--- src/rtl/decode_trace_buffer.sv ---
// Epoch-tagged FIFO for the stage-2 decoder trace: captures packets, purges
// entries squashed by an epoch change, and hands the survivors to the checker.
module decode_trace_buffer #(
   parameter int DEPTH = 8,
   parameter int PKT_W = 66,
   parameter int CNT_W = 16
) (
   input  logic                         CLK,
   input  logic                         RST_N,
   input  logic                         in_valid,
   input  logic [PKT_W-1:0]             in_packet,
   input  logic                         en_update_eepoch,
   input  logic                         en_update_wepoch,
   output logic                         out_valid,
   input  logic                         out_ready,
   output logic [PKT_W-1:0]             out_packet,
   output logic                         out_eepoch,
   output logic                         out_wepoch,
   output logic [$clog2(DEPTH+1)-1:0]   count,
   output logic                         overflow,
   output logic [CNT_W-1:0]             ovf_cnt,
   output logic [CNT_W-1:0]             squash_cnt,
   input  logic                         clr_stats
);

   localparam int AW = $clog2(DEPTH);
   localparam int CW = $clog2(DEPTH + 1);
   localparam logic [CW-1:0] FULL = CW'(DEPTH);

   typedef struct packed {
      logic [PKT_W-1:0] pkt;
      logic             e;
      logic             w;
   } entry_t;

   entry_t          mem [DEPTH];
   logic [AW-1:0]   rd_ptr;
   logic [AW-1:0]   wr_ptr;
   logic            e_epoch;
   logic            w_epoch;

   entry_t head;
   logic   not_empty;
   logic   head_cur;
   logic   head_stale;
   logic   push;
   logic   pop;
   logic   drop;

   // Head is judged against the registered epochs, so a toggle only
   // retracts the head from the following cycle onward.
   always_comb begin
      head       = mem[rd_ptr];
      not_empty  = (count != '0);
      head_cur   = not_empty && ({head.e, head.w} == {e_epoch, w_epoch});
      head_stale = not_empty && !head_cur;
      push       = in_valid && (count != FULL);
      drop       = in_valid && (count == FULL);
      pop        = head_stale || (head_cur && out_ready);
   end

   assign out_valid  = head_cur;
   assign out_packet = head.pkt;
   assign out_eepoch = head.e;
   assign out_wepoch = head.w;

   // NOTE: storage array has no reset; emptiness is tracked by count alone.
   always_ff @(posedge CLK) begin
      if (push) mem[wr_ptr] <= entry_t'{pkt: in_packet, e: e_epoch, w: w_epoch};
   end

   // NOTE: all state updates use non-blocking assignment so every register
   // samples the same pre-edge values.
   always_ff @(posedge CLK) begin
      if (!RST_N) begin
         e_epoch    <= 1'b0;
         w_epoch    <= 1'b0;
         rd_ptr     <= '0;
         wr_ptr     <= '0;
         count      <= '0;
         overflow   <= 1'b0;
         ovf_cnt    <= '0;
         squash_cnt <= '0;
      end else begin
         if (en_update_eepoch) e_epoch <= ~e_epoch;
         if (en_update_wepoch) w_epoch <= ~w_epoch;
         if (push) wr_ptr <= wr_ptr + 1'b1;
         if (pop)  rd_ptr <= rd_ptr + 1'b1;

         case ({push, pop})
            2'b10:   count <= count + 1'b1;
            2'b01:   count <= count - 1'b1;
            default: count <= count;
         endcase

         // Clear takes priority over any drop or squash in the same cycle.
         if (clr_stats) begin
            overflow   <= 1'b0;
            ovf_cnt    <= '0;
            squash_cnt <= '0;
         end else begin
            if (drop) begin
               overflow <= 1'b1;
               if (ovf_cnt != '1) ovf_cnt <= ovf_cnt + 1'b1;
            end
            if (head_stale && (squash_cnt != '1)) squash_cnt <= squash_cnt + 1'b1;
         end
      end
   end

endmodule

--- config.mk ---
export PLATFORM = sky130hd
export DESIGN_NAME = decode_trace_buffer
export DESIGN_NICKNAME = d
export VERILOG_FILES = /design/src/rtl/decode_trace_buffer.sv
export SDC_FILE = /design/constraint.sdc
export NUM_CORES = 1
export LEC_CHECK = 0
export ABC_CLOCK_PERIOD_IN_PS = 10400
export CORE_UTILIZATION = 55
export CTS_CLUSTER_DIAMETER = 40
export DETAILED_ROUTE_END_ITERATION = 16
export PLACE_DENSITY_LB_ADDON = 0.12
export SYNTH_ARGS = -nofsm -noshare
export SYNTH_HDL_FRONTEND = slang
export SYNTH_SLANG_ARGS = --single-unit
--- constraint.sdc ---
create_clock -name CLK -period 10.4 [get_ports CLK]
set_input_delay 2.08 -clock CLK [delete_from_list [all_inputs] [get_ports CLK]]
set_output_delay 2.08 -clock CLK [all_outputs]
set_load 0.005 [all_outputs]
# [After elaboration in Yosys (flattened, before gate mapping)]
# Memories as Yosys holds them, arrays and structs flattened. A register that Yosys moved wholly into a read port is not among the register bits.
# Cells that the tools add are included.
[op_classes] reduce_logical=12 n_mux=5 n_eq_ne=7 bitwise_logic=3 n_addsub=6
[op_table] operator="16-bit by 1-bit adder with 16-bit output, second input constant" count=2
[op_table] operator="16-bit inequality test, second input constant" count=2
[op_table] operator="4-bit case mux with 2 select lines" count=1
[op_table] operator="3-bit by 1-bit adder with 3-bit output, second input constant" count=2
[op_table] operator="1-bit logical AND" count=6
[op_table] operator="3-bit two-way mux" count=2
[op_table] operator="4-bit by 1-bit adder with 4-bit output, second input constant" count=1
[op_table] operator="4-bit equality test, second input constant" count=1
[op_table] operator="4-bit inequality test, second input constant" count=1
[op_table] operator="4-bit nonzero test" count=1
[op_table] operator="4-bit by 1-bit subtractor with 4-bit output, second input constant" count=1
[op_table] operator="1-bit inverter" count=3
[op_table] operator="2-bit by 1-bit equality test with 1-bit output, second input constant" count=1
[op_table] operator="2-bit equality test" count=1
[op_table] operator="2-bit equality test, second input constant" count=1
[op_table] operator="1-bit two-way mux" count=2
[op_table] operator="2-bit AND reduction" count=1
[op_table] operator="2-bit nonzero test" count=1
[op_table] operator="2-bit OR reduction" count=1
[op_table] operator="1-bit logical NOT" count=1
[op_table] operator="1-bit logical OR" count=1
[totals] input_bits=73 elab_cells=42 ram_bits=544 n_memories=1 out_inout_bits=106 regBits=45
[mem_list] name="mem" words=8 width=68 read_ports=1 rd_clocked_by_memory_dff=1 wr=1 line_no="36" rtl="entry_t mem [DEPTH];"

# [Logic depth before layout (Yosys ltp)]
[depth] word_depth=7 ltp_mapped=12 ltp_nobuf=11

# [Worst setup path before layout]
# No wires, ideal clock.
[synth_timing] path_kind="input port to flip-flop" start="in in_valid" end="mem mem[0][0] (netlist bit), enable pin" stages=2 required_ns=9.738 arrival_time_ns=8.697 path_buffers=0 path_slack_ns=1.041 setup_time_ns=0.662 cell_sequence="nand2_1 -> nor4_1"
[synth_via] elab_chain_len=3
[synth_lines] element="start: declaration" line_no="10" rtl="input logic in_valid,"
[synth_lines] element="1-bit logical AND" line_no="57" rtl="push = in_valid && (count != FULL);"
[synth_lines] element="1-bit two-way mux" line_no="69" rtl="if (push) mem[wr_ptr] <= entry_t'{pkt: in_packet, e: e_epoch, w: w_epoch};"
[synth_lines] element="1-bit two-way mux (not written as such)" line_no="69"
[synth_lines] element="end: declaration" line_no="36"
# Every way passes these cells.

==> summary by stage <==
Clocking
The maximum count of clock buffers along a single path is 3. The clock sink count is 592. The clock tree synthesis step divided the H-tree into 3 levels. The number of gates resized after CTS was 0.

The number of hold buffers added after CTS was 0. The later pin in the worst-skew pair is clocked with a latency of 580 ps. The count of buffers added by post-CTS timing repair for setup is 0.

The clock transition at the registers of the reported paths is 60 ps. Clock tree synthesis inserted a total of 72 buffers. The CTS tree is done. The root buffer selected by CTS is clkbuf_16.

STA
For the final routed database, the setup TNS stands at 0 ps. The worst path meets setup with 4250 ps of slack. Derived from the worst setup path, the maximum achievable clock frequency is about 0.16 GHz. The final worst hold slack is ~470 ps. For the final database, setup skew stands at 15.7 ps. The number of hold-slack violations in the final timing report was 0. The minimum clock period is 6150 ps. The measured slew at the worst slew-check pin is ~1200 ps.

Setup violations remaining at the end of the flow were counted as 0. Setup repair after global routing left no endpoint under its margin. The final critical path takes up a little under 60% of the cycle. The max-slew violation count was 0. In this run the tightest slew margin relative to its limit is 20.5%.

Setup path
The kind of critical path is flip-flop to primary output. The critical path's largest stage delay is 680 ps. Measured in cells, the most critical reg-to-reg path has a length of 12. The setup slack on the worst flop-to-flop path is 5930 ps. The maximum fanout encountered on the critical timing path is about 130. For the worst setup path, the data arrival time is 4070 ps. The slowest stage of the critical path is the buf_12 cell. The depth of the critical timing path with buffers and inverters included is 7. The required arrival time at the worst endpoint is 8320 ps. The worst setup path is captured at a primary output.

The cell class contributing the biggest share of worst-path delay is buffers and inverters. The type of origin of the critical path is a flip-flop. Walking the worst path, the cells encountered are buf_12, mux4_2, mux2i_2, xor2_2, nand2_1, nor2_1, clkdlybuf4s50_1. The count of buffering cells on the critical path with inverters included is 2.

GRT
The first global-routing pass estimated 67500 um of wire. Global routing consumed, over all layers together, 21.8% of the routing resources. Entering global routing, the biggest net connects between 100 and 150 pins. Global routing finished with a remaining overflow of 0. The via count of the first global-routing pass was between 10k and 15k.

The initial antenna violation count came to 2.

Power
The combinational power share is 21.2%. Internal power comes to 5.14 mW. The maximum ir drop on the vdd rail is between 150 and 200 uV. The switching power of the nets is 1.64 mW. The cell leakage power is 8.68 nW. The switching portion of total power is approximately a quarter.

The sequential share of power is 41.9%. The clock network fraction of design power is 36.8%. In this run the power density over the cells is 245 nW/um^2.

Floorplan
The number of rows created at floorplan is between 70 and 80. The core footprint is a little over 40000 sq um. The die outline height is 205 um. Measured along the x axis, the die boundary spans just over 200 um.

The area enclosed by the die boundary is approximately 42000 sq um. Once the floorplan was initialized, standard cells occupied 55.7% of the core. The total I/O pin count is around 180.

Routing
In the routed design, unresolved DRC markers number 0. The total length of routed wires is 44300 um. The first-pass iteration count of the detailed router is 5. In the routed layout, each cell is associated on average with a via count of 5.88. The DRC marker count from the first detailed-route iteration is 790. The post-detailed-route wirelength per cell is 23.6 um. The count of nets left with antenna violations once routing finished came out at 0. The via count of the routed design is around 11k.

Final layout
The most common library cell in the layout ignoring fill and taps is edfxtp_1. The final layout net count is about 1.4k. The area growth from synthesis to layout is 21.6%. Leaving out fill and tap cells, the most frequent cells in the layout are edfxtp_1 (544), clkdlybuf4s50_1 (178), mux4_2 (136), clkbuf_16 (77), mux2_2 (66). The fraction of final layout cells sized beyond drive strength 1 is 25.6%.

Synthesis
The synthesized design contains around 540 enable-type register cells. The flip-flop and latch count after synthesis is about 590. The Yosys step of the flow raised 0 warnings. The instance count of the mapped netlist is 1065. The synthesized netlist devotes roughly 3% of its cell area to simple gates. Of the total synthesized cell area, the portion taken by XOR and XNOR cells is less than 1%. After synthesis, the largest family of logic cells by area is multiplexers. Synthesis instantiated 45 different standard cells from the library. The share of synthesized flip-flops with an asynchronous set or reset is 0%.

The leading area contributor after synthesis is edfxtp_1. In the synthesized netlist, mux cells make up 17.0% of the area. The synthesized netlist occupies a cell area of around 23000 sq um. The adder-cell share of the synthesized area is 0.386%. The synthesized area per cell is 21.3 sq um. The synthesized netlist devotes under 10% of its cell area to compound gates. Synthesis produced a netlist with a net count of 1145. Summing the sequential cell areas from Yosys gives 76.2% of the chip area. Sorting the synthesized cells by area gives the leading types as edfxtp_1 (72%), mux4_2 (13%), dfxtp_1 (4.2%), mux2_2 (3.3%), clkbuf_1 (0.51%). The commonest register cell after synthesis is edfxtp_1. The share of Yosys cell area claimed by the top area cell type is 71.9%.

Worst hold path
The launch point of the worst hold path is rd_ptr[1]. Counting instances, the worst hold path has a depth of 2. In this run the worst hold path is classified as flip-flop to flip-flop.

Outcome
The flow ran to the end, and the final reports show no timing, DRC or antenna violations.

Place
The weighted congestion reported at the end of routability-driven placement is between 0.7 and 0.8. Buffers placed on the I/O ports in this run total 178. Before CTS, the worst setup slack after placement is 4820 ps.

The sum of net half-perimeters after detailed placement is 23300 um.

Job
The total of max-cap violations is 0.
-- metrics by stage --
stage	area (sq um)	power (mW)	util (%)	instances
final	27600	6.78	67.8	1880
after global routing	27600	7.05	67.8	1880
after CTS	27600	6.86	67.8	1879
after detailed placement	25200	4.36	61.8	1748
after global placement	25200	4.34	61.8	1748
after floorplan	22700	3.77	-	1065
-- worst min-delay path, cell delays in order (launching register included) --
cell	delay, ps
dfxtp_1	310
nand2_1	50
o21ai_1	60
-- path summary, 6_finish.rpt --
kind,to
worst max-delay path,out_valid
worst min register to register,flip-flop
worst min-delay path,flip-flop
worst max register to register,count[2]
-- cells by family (layout without fill, tap and decap cells) --
kind of cell	Yosys count	after routing
DFF	592	592
muxes	207	207
and+or+nand+nor	129	129
AOI/OAI and AO/OA	55	55
buffers and inverters	55	337
xor gates and xnor gates	20	20
adders and majority gates	7	7
other	0	1
-- state kept, by name (all words and copies together) (netlist names), named ones only --
signal	count
mem	544
ovf_cnt	16
squash_cnt	16
count	4
rd_ptr	3
wr_ptr	3
e_epoch	1
overflow	1
w_epoch	1
-- synth_stat cells (5+ instances only) --
cell type and n:
o31ai_1 9, a21oi_1 20, mux2_2 66, xor2_1 9, mux4_2 136, inv_1 7
nor3_1 9, nor2_1 16, clkbuf_1 31, xnor2_1 9, and3_1 5, dfxtp_1 48
buf_1 13, nand2_1 26, ha_1 7, o21ai_1 10, and2_1 11, edfxtp_1 544
or4_1 11, nand4_1 7, or3_1 9, nand3_1 16, nand2b_1 6
-- power by group through the flow --
stage / registers, mW / logic [mW] / clock network (mW)
floorplan: 2.84 / 0.932 / 0
finish: 2.84 / 1.44 / 2.49
global placement: 2.89 / 1.45 / 0
detailed placement: 2.90 / 1.46 / 0
CTS: 2.85 / 1.47 / 2.54
global route: 2.86 / 1.55 / 2.63
-- per-layer routing --
layer	wire length [um]	global-route usage, %	up-vias
met4	971	7.54	2
met5	17	0	-
met1	19400	30.7	5761
met3	2400	4.24	82
li1	-	-	4900
met2	21500	34.6	312
-- final cells by class --
| type | instances | area, sq um |
|---|---|---|
| repair buffers | 199 | 1950 |
| diodes | 1 | 2.50 |
| flip-flops and latches | 592 | 17300 |
| fillers | 2678 | 13100 |
| well taps | 532 | 666 |
| multi-input cells | 418 | 5240 |
| clock buffers | 91 | 1980 |
| inverters | 7 | 26.3 |
| clock inverters | 40 | 445 |
(Power assumes the default switching activity.)
